--- src/rtl/multiplier_datapath.sv ---
// rtl/multiplier_datapath.sv - register/arithmetic datapath for the signed add-shift multiplier
//
// Purpose:
//   Holds the sign-extension bit X, the accumulator A (product high byte) and
//   the multiplier/product-low register B. It executes one operation per clock,
//   driven by strobes from the multiplier control FSM. After 8 add/shift steps,
//   the signed 2*WIDTH-bit product is {A,B}.
//
// Ports:
//   Clk     in   1      clock; all state updates on the rising edge
//   Reset   in   1      asynchronous, active-high reset
//   Clr_ld  in   1      clear A/X, load B from S
//   Add     in   1      {X,A} <= sext(A) + sext(S)
//   Sub     in   1      {X,A} <= sext(A) - sext(S)
//   Shift   in   1      arithmetic right shift of {X,A,B}
//   S       in   WIDTH  multiplicand / load value, two's complement
//   Xval    out  1      X register
//   Aval    out  WIDTH  A register
//   Bval    out  WIDTH  B register
//   M       out  1      B[0], combinational, to the control FSM

module multiplier_datapath #(
  parameter int WIDTH = 8
) (
  input  logic             Clk,
  input  logic             Reset,
  input  logic             Clr_ld,
  input  logic             Add,
  input  logic             Sub,
  input  logic             Shift,
  input  logic [WIDTH-1:0] S,
  output logic             Xval,
  output logic [WIDTH-1:0] Aval,
  output logic [WIDTH-1:0] Bval,
  output logic             M
);

  logic             x_q;
  logic [WIDTH-1:0] a_q;
  logic [WIDTH-1:0] b_q;

  // One WIDTH+1 bit ripple adder serves both Add and Sub. For Sub, the
  // sign-extended S is inverted and the carry-in is forced to 1. Sub is used
  // directly as the select, so the adder follows the Sub > Add priority when
  // both strobes are high.
  logic [WIDTH:0] op_a;
  logic [WIDTH:0] op_b;
  logic [WIDTH:0] sum;
  logic [WIDTH:0] carry;

  assign op_a     = {a_q[WIDTH-1], a_q};
  assign op_b     = Sub ? ~{S[WIDTH-1], S} : {S[WIDTH-1], S};
  assign carry[0] = Sub;

  genvar i;
  generate
    for (i = 0; i <= WIDTH; i++) begin : g_fa
      assign sum[i] = op_a[i] ^ op_b[i] ^ carry[i];
      // The carry out of the top bit is discarded. Because both operands
      // are sign-extended, the 9-bit result cannot overflow.
      if (i < WIDTH) begin : g_carry
        assign carry[i+1] = (op_a[i] & op_b[i]) | (carry[i] & (op_a[i] ^ op_b[i]));
      end
    end
  endgenerate

  always_ff @(posedge Clk or posedge Reset) begin
    if (Reset) begin
      x_q <= 1'b0;
      a_q <= '0;
      b_q <= '0;
    end else if (Clr_ld) begin
      x_q <= 1'b0;
      a_q <= '0;
      b_q <= S;
    end else if (Sub || Add) begin
      x_q <= sum[WIDTH];
      a_q <= sum[WIDTH-1:0];
    end else if (Shift) begin
      // Arithmetic right shift of {X,A,B}. X replicates into A's MSB, and
      // A's LSB moves into B's MSB.
      a_q <= {x_q, a_q[WIDTH-1:1]};
      b_q <= {a_q[0], b_q[WIDTH-1:1]};
    end
  end

  assign Xval = x_q;
  assign Aval = a_q;
  assign Bval = b_q;
  assign M    = b_q[0];

endmodule

--- config.mk ---
export PLATFORM = sky130hd
export DESIGN_NAME = multiplier_datapath
export DESIGN_NICKNAME = d
export VERILOG_FILES = /design/src/rtl/multiplier_datapath.sv
export SDC_FILE = /design/constraint.sdc
export NUM_CORES = 1
export LEC_CHECK = 0
export ABC_CLOCK_PERIOD_IN_PS = 6400
export CAP_MARGIN = 20
export CORE_UTILIZATION = 25
export CTS_BUF_LIST = sky130_fd_sc_hd__clkbuf_8
export DETAILED_ROUTE_END_ITERATION = 6
export PLACE_DENSITY = 0.57
export REMOVE_ABC_BUFFERS = 1
export SLEW_MARGIN = 15
export SYNTH_ARGS = -nofsm -noshare
export SYNTH_HDL_FRONTEND = slang
export SYNTH_SLANG_ARGS = --single-unit
--- constraint.sdc ---
create_clock -name Clk -period 6.4 [get_ports Clk]
set_input_delay 1.6 -clock Clk [delete_from_list [all_inputs] [get_ports Clk]]
set_output_delay 1.6 -clock Clk [all_outputs]
set_load 0.02 [all_outputs]
==> impl_metrics.yaml, run 1 <==
placement:
  hpwl_um: 1840
  post_dp_cell_area_um2: 1471
  gp_congestion: 0.7149
  port_buffers: 31
  dp_cells: 172
critical_path:
  cp.arrival_ns: 5.24
  criticalPathCategory: "input pin to flop"
  path_max_fanout: 10
  crit-reg2reg-launch: "Aval[0]"
  startpoint: "Sub"
  critPathCaptureType: "flop"
  crit_path_start_kind: "input pin"
  crit_required_ns: 6.49
cts:
  cts_root_buf: "clkbuf_8"
  cts_tree: "built"
  cts_resized: 0
  htree_levels: 1
  clkSlewWorstSetupHoldPaths_ns: 0.07
  clockBufferDepth: 2
  postCtsSetupBuffers: 0
  cts_sinks: 17
  insertion_delay_ns: 0.25
  cts_buffers: 3
  ctsHoldBuffers: 0
synth:
  synth_seq_cells: 17
  ys_seq_area_share_pct: 36.56
  syn_area_per_cell_um2: 12.12
  netlist_instances: 96
  synth_edf_count: 0
  async_reset_ff_share_pct: 100.0
  yosysWarnings: 0
  yosys_most_used_dff: "dfrtp_1"
  yosys.area.top_type_share_pct: 36.56
  synthDistinctLibCells: 22
  synthTopCellsByArea: "dfrtp_1 37%, mux2_2 15%, fa_1 12%"
  yosysMostFrequentCell: "dfrtp_1"
  syn_area_um2: 1164
  yosysTopAreaCell: "dfrtp_1"
  synth_common_cells: "17 x dfrtp_1, 16 x mux2_2, 9 x inv_1"
job:
  drv_cap: 0
floorplanning:
  core_um2: 4414
  fp.dieArea_um2: 4932
  fp.dieW_um: 70.23
  die_h_um: 70.23
  initial_utilization_pct: 26.36
  ios: 32
  std_cell_rows: 24
power_and_ir_drop:
  p_per_area_nw_per_um2: 272.1
  ir_drop_v: 0.00008714
  cellLeakagePower_nw: 0.6291
drt:
  route.detailed.drc: 0
  drt_iter0_drc: 32
  vias: 783
  drtAntennaViolNets: 0
  routedWlPerCell_um: 13.12
  dr.pass1.iters: 4
  drt-total-wl_um: 2309
  via_per_inst: 4.449
sta:
  rsz0062_at_grt: "false"
  worst_hold_slack_ns: 0.5317
  finalSetupViolCount: 0
  tns_ns: 0
  finalCritPeriodShare_pct: 80.46
  max_freq_mhz: 194.2
  layout_min_cycle_time_ns: 5.149
  skew_ns: 0.003678
  tightest_slew_ns: 0.8425
  max_slew_margin_pct: 43.66
  maxSlewViolCount: 0
  timing_hold_violations_final: 0
outcome:
  status: "completed"
layout:
  diodes: 0
  design_area_um2: 1516
  fillers: 457
  instances_no_fill: 176
  fin_util_pct: 34.35
  drive_gt1_share_pct: 19.35
  regArea_um2: 425.4
  multi_input_area_um2: 636.9
  nNetsFinal: 146
  area_growth_pct: 30.32
global_route:
  gr-usage-met2_pct: 16.40
  track_usage_pct: 10.71
  grt_use_met1_pct: 13.83
  antenna_found_initial: 0
  grt_max_degree: 19
  overflow: 0
  grt.met3_usage_pct: 3.319
  top_usage_layer: "met2"
  grt_pass1_vias: 848
  grt_pass1_wl_um: 4105
hold_path:
  hp-class: "flop to flop"
  hold_path.startpoint: "Bval[1]"
==> stage by stage <==
stage / power (W) / setup slack, ns
floorplan: 0.0002585 / 2.019
global placement: 0.0003359 / 1.043
detailed placement: 0.0003387 / 0.9975
CTS: 0.0004199 / 1.270
global route: 0.0004468 / 1.059
finish: 0.0004126 / 1.251
==> cell families after synthesis <==
family / synth area share [%]
multiplexers: 18.92
flip-flops: 36.56
buffers and inverters: 8.709
AO/OA/AOI/OAI: 12.26
AND/OR/NAND/NOR: 6.236
XOR/XNOR: 5.269
adder cells (fa/ha/maj): 12.04
==> final timing paths <==
kind | endpoint | slack, ns | cells after the start
min in group asynchronous | Bval[7] | 1.74 | 2
min reg2reg | Bval[1] | 0.53 | 1
max in group asynchronous | Bval[5] | 4.24 | 2
max | Aval[7] | 1.25 | 14
max reg2reg | Aval[7] | 3.03 | 13
min | Bval[1] | 0.53 | 1
==> per-layer routing <==
metal | routed length [um] | vias to the layer above
li1 | - | 383
met5 | 0 | -
met1 | 1031 | 382
met2 | 1157 | 16
met3 | 105 | 2
met4 | 14 | 0
==> flip-flops by register name, summed over array words and instances (netlist names) <==
signal and count:
Bval 8, Xval 1, Aval 8
==> area by class of cell <==
| cell class | count | area share, % |
|---|---|---|
| flip-flops and latches | 17 | 28.05 |
| well taps | 52 | 4.290 |
| repair buffers | 31 | 20.46 |
| multi-input cells | 63 | 42.00 |
| clock buffers | 3 | 2.723 |
| clock inverters | 1 | 0.2475 |
| inverters | 9 | 2.228 |
==> cell usage in the layout (no fill, tap or decap) <==
master            n
nand3_1           1
a211oi_2          3
mux2_2           16
o211a_1           4
nor2_1            4
nand2_1           4
nand3b_1          1
a211oi_1          5
clkbuf_8          3
fa_1              7
or2_0             1
o21ai_0           1
dfrtp_1          17
clkdlybuf4s50_1  31
inv_1            10
nor2_4            1
a21oi_4           1
xor2_1            2
nor2b_1           2
a31oi_1           1
mux2i_1           4
xnor2_1           5
==> report_power, final <==
group	switching [W]	internal [W]
combinational	0.0000891	0.0000949
sequential	0.0000199	0.000130
clock	0.0000361	0.0000426
==> critical path, cell delays in order <==
cell and delay, ns:
clkdlybuf4s50_1 0.79, xnor2_1 0.18, fa_1 0.41, inv_1 0.07, fa_1 0.15, inv_1 0.05
fa_1 0.38, fa_1 0.39, fa_1 0.36, inv_1 0.07, fa_1 0.18, fa_1 0.41
nor2_1 0.13, a211oi_1 0.06
No activity file was read; power rests on OpenSTA's default activity.
==> inputs of run 2 (changes only) <==
ABC_CLOCK_PERIOD_IN_PS = 5360   (was 6400)
clock period = 5.36 ns   (was 6.4 ns; I/O delays follow)
==> impl_metrics.yaml, run 2 (synthesis gave the netlist of run 1 again) <==
hold_path:
  hold_path.startpoint: "Bval[0]"
  whs_path_depth: 1
  hold-path-endpoint: "Bval[0]"
  hp-class: "flop to flop"
critical_path:
  cpMaxStageDelayCell: "clkdlybuf4s50_1"
  crit_family: "adder cells"
  criticalPathCategory: "input pin to flop"
  crit-reg2reg-launch: "Aval[0]"
  r2r_slack_ns: 2.00
  cp.arrival_ns: 4.63
  path_max_fanout: 3
  r2r_cells: 13
  critPathCaptureType: "flop"
  worstPathCellList: "clkdlybuf4s50_1 -> xnor2_1 -> fa_1 -> inv_1 -> fa_1 -> inv_1 -> fa_1 -> fa_1 -> fa_1 -> inv_1 -> fa_1 -> fa_1 -> nor2_1 -> a211oi_1"
  path_common_cell: "fa_1"
  crit_path_start_kind: "input pin"
  cp_num_buf_inv: 4
  crit_required_ns: 5.45
  cpPeakStageDelay_ns: 0.52
  regToRegEndpoint: "Aval[7]"
cts:
  ctsHoldBuffers: 0
  clockBufferDepth: 2
  cts_buffers: 3
  htree_levels: 1
  cts_root_buf: "clkbuf_8"
  insertion_delay_ns: 0.24
  cts_sinks: 17
  clkSlewWorstSetupHoldPaths_ns: 0.06
  cts_tree: "built"
  cts_resized: 0
  postCtsSetupBuffers: 0
floorplanning:
  std_cell_rows: 24
  ios: 32
  initial_utilization_pct: 26.36
  core_um2: 4414
  die_h_um: 70.23
  fp.dieW_um: 70.23
  fp.dieArea_um2: 4932
layout:
  final_common_cell: "clkdlybuf4s50_1"
  final_cell_mix: "31 x clkdlybuf4s50_1, 17 x dfrtp_1, 16 x mux2_2"
  regArea_um2: 425.4
  diodes: 0
  multi_input_area_um2: 636.9
  nNetsFinal: 147
  fin_util_pct: 34.52
  area_growth_pct: 30.97
  fillers: 449
  drive_gt1_share_pct: 20.00
  design_area_um2: 1524
drt:
  drtAntennaViolNets: 0
  via_per_inst: 4.373
  vias: 774
  drt_iter0_drc: 36
  route.detailed.drc: 0
  dr.pass1.iters: 3
  routedWlPerCell_um: 12.91
  drt-total-wl_um: 2285
sta:
  worst_hold_slack_ns: 0.5358
  tns_ns: 0
  max_slew_margin_pct: 42.50
  finalCritPeriodShare_pct: 84.77
  max_freq_mhz: 220.1
  finalSetupViolCount: 0
  skew_ns: 0.0005369
  layout_min_cycle_time_ns: 4.544
  rsz0062_at_grt: "false"
  tightest_slew_ns: 0.8598
  timing_hold_violations_final: 0
  maxSlewViolCount: 0
global_route:
  grt_max_degree: 19
  overflow: 0
  grt_pass1_vias: 829
  antenna_found_initial: 0
  track_usage_pct: 9.881
  grt_pass1_wl_um: 3864
placement:
  port_buffers: 31
  gp_congestion: 0.7185
  hpwl_um: 1808
  post_dp_cell_area_um2: 1479
outcome:
  status: "completed"
power_and_ir_drop:
  ir_drop_v: 0.00007404
  cellLeakagePower_nw: 0.6339
  p_per_area_nw_per_um2: 322.8
job:
  drv_cap: 0
-- run 2: cell count changes in the layout (fill, tap and decap cells not counted), sizes merged --
cell  previous run  this run
buf              0         1
-- run 2: power by group --
group	switching (W)	internal [W]
Combinational	0.000106	0.000114
Clock	0.0000417	0.0000507
Sequential	0.0000242	0.000155
Total	0.000172	0.000320
-- run 2: worst reg2reg max path, delay by kind of cell, from the launching register on --
kind	cells	cell delay, ns
fa+ha+maj	7	2.25
simple gates	1	0.12
mux	1	0.12
buf+inv	3	0.21
compound gates	1	0.05
flops	1	0.45
-- run 2: area by class of cell --
class	count	area share, %
Sequential cell	17	27.91
Inverter	9	2.217
Tap cell	52	4.269
Multi-Input combinational cell	63	41.79
Clock buffer	3	2.709
Timing Repair Buffer	32	20.85
Clock inverter	1	0.2463
-- run 2: worst max path at each step --
stage | start | endpoint | slack (ns) | depth (start not counted)
3_3_place_gp | Sub | Aval[7] | 0.60 | 14
2_1_floorplan | S[1] | Aval[7] | 1.24 | 13
6_report | Sub | Aval[7] | 0.82 | 14
3_5_place_dp | Sub | Aval[7] | 0.54 | 14
4_1_cts | Sub | Aval[7] | 0.81 | 14
5_1_grt | Sub | Aval[7] | 0.66 | 14
-- run 2: through the flow --
step,cells,total power (W),setup WS (ns)
floorplan,89,0.0003087,1.239
global placement,173,0.0004005,0.6029
detailed placement,173,0.0004061,0.5434
CTS,177,0.0005031,0.8119
global route,177,0.0005294,0.6599
finish,177,0.0004920,0.8161
-- run 2: per-layer routing --
layer | vias up | track usage (%) | wire length [um]
met3 | 2 | 3.030 | 88
met4 | 0 | 2.000 | 10
met5 | - | 0 | 0
met1 | 372 | 12.44 | 1011
met2 | 14 | 16.61 | 1176
li1 | 386 | - | -
